## config.mk

```make
export PLATFORM = sky130hd
export DESIGN_NAME = urt_tx
export DESIGN_NICKNAME = d
export VERILOG_FILES = /design/src/rtl/urt_pkg.sv /design/src/rtl/urt_tx_serializer.sv /design/src/rtl/urt_tx.sv
export SDC_FILE = /design/constraint.sdc
export NUM_CORES = 1
export LEC_CHECK = 0
export CORE_ASPECT_RATIO = 1.2
export CORE_MARGIN = 2
export CORE_UTILIZATION = 40
export DETAILED_ROUTE_END_ITERATION = 8
export PLACE_DENSITY = 0.74
export SLEW_MARGIN = 10
export SYNTH_ARGS = -nofsm -noshare
export SYNTH_HDL_FRONTEND = slang
export SYNTH_SLANG_ARGS = --single-unit
```

## constraint.sdc

```tcl
create_clock -name CLK -period 1.6 [get_ports CLK]
set_input_delay 0.48 -clock CLK [delete_from_list [all_inputs] [get_ports CLK]]
set_output_delay 0.48 -clock CLK [all_outputs]
set_load 0.05 [all_outputs]
```

## src/rtl/urt_pkg.sv

```systemverilog
// UART transmitter shared types: FSM states, parity types, frame sizes.
// Optional parity frame bit is enabled by defining URT_TX_PARITY_EN.
package urt_pkg;

  localparam int DATA_BITS = 8;

  localparam logic PAR_EVEN = 1'b0;
  localparam logic PAR_ODD  = 1'b1;

  typedef enum logic [2:0] {
    IDLE   = 3'd0,
    START  = 3'd1,
    DATA   = 3'd2,
    PARITY = 3'd3,
    STOP   = 3'd4
  } tx_state_t;

  typedef struct packed {
    logic par_en;
    logic par_typ;
  } tx_cfg_t;

  function automatic logic par_bit(
    input logic [DATA_BITS-1:0] d,
    input logic                 typ
  );
    return (^d) ^ (typ == PAR_ODD);
  endfunction

endpackage

```

## src/rtl/urt_tx_serializer.sv

```systemverilog
// Byte holding register rotated LSB-first plus the 3-bit data bit counter.
// Rotating (not shifting) leaves the byte intact after eight steps.
module urt_tx_serializer
  import urt_pkg::*;
(
  input  logic                 CLK,
  input  logic                 RST,
  input  logic                 load,
  input  logic [DATA_BITS-1:0] din,
  input  logic                 rot,
  input  logic                 cnt_en,
  output logic [DATA_BITS-1:0] data,
  output logic                 bit0,
  output logic [2:0]           cnt,
  output logic                 last
);

  always_ff @(posedge CLK) begin
    if (RST) begin
      data <= '0;
      cnt  <= '0;
    end else begin
      if (load)
        data <= din;
      else if (rot)
        data <= {data[0], data[DATA_BITS-1:1]};
      if (load)
        cnt <= '0;
      else if (cnt_en)
        cnt <= cnt + 3'd1;
    end
  end

  assign bit0 = data[0];
  assign last = (cnt == 3'(DATA_BITS - 1));

endmodule

```

## src/rtl/urt_tx.sv

```systemverilog
// UART transmitter: start, 8 data bits LSB first, optional parity, stop.
// Parity bit present only when URT_TX_PARITY_EN is defined.
module urt_tx
  import urt_pkg::*;
(
  input  logic       CLK,
  input  logic       RST,
  input  logic [7:0] P_DATA,
  input  logic       DATA_VALID,
  input  logic       PAR_EN,
  input  logic       PAR_TYP,
  output logic       TX_OUT,
  output logic       Busy
);

  tx_state_t state;

  logic       accept;
  logic       rot;
  logic       cnt_en;
  logic [7:0] ser_data;
  logic       bit0;
  logic [2:0] cnt;
  logic       last;

  assign accept = DATA_VALID &&
                  (state == IDLE || state == STOP);
  assign rot    = (state == START) ||
                  (state == DATA && !last);
  assign cnt_en = (state == DATA);

  urt_tx_serializer u_ser (
    .CLK    (CLK),
    .RST    (RST),
    .load   (accept),
    .din    (P_DATA),
    .rot    (rot),
    .cnt_en (cnt_en),
    .data   (ser_data),
    .bit0   (bit0),
    .cnt    (cnt),
    .last   (last)
  );

`ifdef URT_TX_PARITY_EN
  tx_cfg_t cfg;

  always_ff @(posedge CLK) begin
    if (RST)
      cfg <= '0;
    else if (accept)
      cfg <= '{par_en: PAR_EN, par_typ: PAR_TYP};
  end

  logic [2:0] unused_cnt;
  assign unused_cnt = cnt;
`else
  logic unused_cfg;
  assign unused_cfg = ^{PAR_EN, PAR_TYP,
                        ser_data[7:1], cnt};
`endif

  always_ff @(posedge CLK) begin
    if (RST) begin
      state  <= IDLE;
      TX_OUT <= 1'b1;
      Busy   <= 1'b0;
    end else begin
      case (state)
        IDLE, STOP: begin
          if (DATA_VALID) begin
            state  <= START;
            TX_OUT <= 1'b0;
            Busy   <= 1'b1;
          end else begin
            state  <= IDLE;
            TX_OUT <= 1'b1;
            Busy   <= 1'b0;
          end
        end
        START: begin
          state  <= DATA;
          TX_OUT <= bit0;
          Busy   <= 1'b1;
        end
        DATA: begin
          Busy <= 1'b1;
          if (!last) begin
            TX_OUT <= bit0;
          end else begin
`ifdef URT_TX_PARITY_EN
            if (cfg.par_en) begin
              state  <= PARITY;
              TX_OUT <= par_bit(ser_data,
                                cfg.par_typ);
            end else begin
              state  <= STOP;
              TX_OUT <= 1'b1;
            end
`else
            state  <= STOP;
            TX_OUT <= 1'b1;
`endif
          end
        end
`ifdef URT_TX_PARITY_EN
        PARITY: begin
          state  <= STOP;
          TX_OUT <= 1'b1;
          Busy   <= 1'b1;
        end
`endif
        // unused encodings fall back to idle
        default: begin
          state  <= IDLE;
          TX_OUT <= 1'b1;
          Busy   <= 1'b0;
        end
      endcase
    end
  end

endmodule

```

==> key figures <==
Clocking
  – H-Tree Depth: 1
  – Worst-Skew Late Latency: 0.28 ns
  – Root Buffer: clkbuf_4
  – CTS Hold Bufs: 0
  – Clk pin slew, worst setup/hold paths: 0.09 ns
  – # Post-CTS Setup Buffers: 0
  – Cts bufs inserted: 3
  – Clock sink count: 16
  – CTS tree: done
  – Clock Path Buffers: 2

Power and ir drop
  – Worst IR Drop VDD: 0.694 mV
  – PwrDens: 864 nW/um^2
  – Pleak: 0.402 nW

STA
  – Final Setup Violations: 1
  – Hold Vio Cnt, Final: 0
  – Tightest Pin Transition: 0.423 ns
  – Max Transition Viols Final: 0
  – RSZ-0062 raised after global routing: true
  – Final setup skew: 0.00416 ns
  – Setup ws final: -0.00951 ns
  – FMAX: 621 MHz
  – Final worst path period share: 101%
  – Tmin final: 1.61 ns
  – Slew headroom: 71.8%
  – Fin Hold WS: 0.468 ns

Placement
  – Port Buffers: 12
  – Hpwl dp: 1020 um
  – Placed cell count: 112
  – Final estimated routing congestion in global placement: 0.770
  – Placed cell areas: 953 sq um

Layout
  – Fillcell total: 148
  – Util after Layout: 58.8%
  – Commonest non-fill, non-tap cells in the layout: dfxtp_1 (14), clkdlybuf4s50_1 (10), inv_1 (9), o21bai_1 (9), nor2_1 (7)
  – Share of cells above drive strength 1: 31.6%
  – Non-Filler Instances: 117
  – Synthesis-to-layout area growth: 40.3%
  – Number of nets in the layout: 115
  – Antenna fix cells: 0
  – Fin area: 1060 sq um
  – Commonest non-fill, non-tap cell in the layout: dfxtp_1

Synthesis
  – Avg Inst Size Synth: 9.72 sq um
  – Yosys top cell area share: 42.2%
  – Yosys warnings: 0
  – Syn Nets: 93
  – Yosys cell types: 24
  – Compound-Gate Fraction of Synth Area: 23.4%
  – Simple-gate portion of the synthesized area: 21.0%
  – Synth Area in XOR/XNOR: 1.16%
  – Adder-cell share of the synthesized area: 3.30%
  – Top post-synthesis cells by area: dfxtp_1 (42%), o21bai_1 (8.9%), a221oi_1 (8.1%)
  – Largest family of logic cells by synthesized area: compound AO/OA/AOI/OAI gates
  – Syn Inst Count: 78
  – Flops & latches, synth: 16
  – Sequential area share after synthesis: 42.2%
  – Mapped cell area: 758 sq um
  – Multiplexer share of the synthesized area: 2.64%
  – Cell taking the most area after synthesis: dfxtp_1

Drt
  – Vias: 635
  – Vias/cell: 5.43
  – Initial DRC count: 4
  – DRC Markers: 0
  – Drt total wl: 1700 um
  – Antenna Nets Post-Route: 0
  – WL/cell: 14.5 um
  – DR pass1 iterations: 4

Critical path
  – Worst setup path startpoint: u_ser.cnt[0]$_SDFFE_PP0P_
  – RR Startpoint: u_ser.cnt[0]$_SDFFE_PP0P_
  – CP Max Fanout: 5
  – Req. time, crit path: 1.79 ns
  – Critical path launch point type: flop
  – Crit path kind: flop to flop
  – CP endpoint kind: flop
  – CP arrival: 1.80 ns

Global routing
  – Tot GR Track Use: 15.9%
  – Number of global-route vias before repair: 597
  – First-pass GRT wire length: 2640 um
  – Initial antenna violation count: 0
  – GRT overflow: 0
  – Largest net degree at the start of global routing: 13

Floorplan
  – Core Area: 1810 sq um
  – IO Pins: 15
  – Total die area: 2260 sq um
  – Site Rows: 17
  – Starting Density: 41.9%
  – Die Height: 51.7 um
  – Die X: 43.7 um

Hold path
  – Min-Delay Path Class: flop to flop
  – Hold_sp: u_ser.data[3]$_SDFFE_PP0P_

Run status
  – Status: finished with violations
  – Failing checks: setup timing

Run
  – Max Cap Viol: 0
[area by class of cell]
| type | instances | area [sq um] | share of cell area (%) |
|---|---|---|---|
| repair buffers | 19 | 200 | 18.8 |
| clock buffers | 3 | 22.5 | 2.12 |
| flip-flops and latches | 16 | 323 | 30.4 |
| well taps | 19 | 23.8 | 2.24 |
| inverters | 9 | 33.8 | 3.18 |
| multi-input cells | 51 | 460 | 43.3 |
[flip-flops by register name, indices dropped and copies added (netlist names)]
register    flops
u_ser.cnt       3
TX_OUT          1
Busy            1
state           3
u_ser.data      8
[Yosys cell counts]
cell type,count
dfxtp_1,16
inv_1,9
nor2_1,9
o21bai_1,9
a221oi_1,7
nand2b_1,3
nor3_1,3
a21oi_1,2
buf_2,2
ha_1,2
mux2i_1,2
or3b_2,2
a21o_1,1
a21oi_4,1
a221oi_2,1
and2_2,1
and2b_1,1
clkbuf_1,1
nor2_2,1
nor3b_1,1
nor3b_2,1
nor4b_4,1
or3b_1,1
xnor2_1,1
[power breakdown]
part | switching [W] | internal [W]
registers | 0.0000306 | 0.000436
clock network | 0.000121 | 0.0000874
logic | 0.000118 | 0.000127
total | 0.000270 | 0.000650
[cells by family (layout without fill, tap and decap cells)]
kind of cell / Yosys count / count (layout)
AO/OA/AOI/OAI: 21 / 22
XOR/XNOR: 1 / 1
multiplexers: 2 / 2
adder cells (fa/ha/maj): 2 / 2
buffers and inverters: 12 / 31
AND/OR/NAND/NOR: 24 / 24
flip-flops: 16 / 16
[worst max-delay path, cell delays in order (launching register included)]
cell	delay, ns
dfxtp_2	0.34
ha_4	0.16
ha_4	0.15
buf_6	0.11
nor4b_4	0.30
buf_6	0.17
nor2_1	0.04
a221oi_1	0.23
[worst paths after layout]
path | end | slack (ns) | cells after the start
worst max-delay path | u_ser.data[7]$_SDFFE_PP0P_ | -0.01 | 7
worst min-delay path | u_ser.data[2]$_SDFFE_PP0P_ | 0.47 | 2
worst max register to register | u_ser.data[7]$_SDFFE_PP0P_ | -0.01 | 7
worst min register to register | u_ser.data[2]$_SDFFE_PP0P_ | 0.47 | 2
[per-layer routing]
layer	wire length [um]	vias up	global-route usage (%)
met1	719	306	19.2
met2	894	11	26.7
met3	72	2	6.25
li1	-	316	-
met5	0	-	0
met4	9	0	3.03
[timing repair]
item | in CTS | in global routing
resized for setup | 10 | 7
endpoints found under the setup margin | 9 | 9
pin swaps | 3 | 3
gates cloned | 2 | 0
[stage by stage]
step	worst slack, ns	TNS [ns]	power (W)
detailed placement	-0.301	-2.38	0.000683
CTS	-0.00237	-0.00237	0.000904
global route	-0.0864	-0.560	0.000956
global placement	-0.303	-2.30	0.000678
finish	-0.00951	-0.00951	0.000919
floorplan	0.0417	0	0.000600
(Power assumes the default switching activity.)
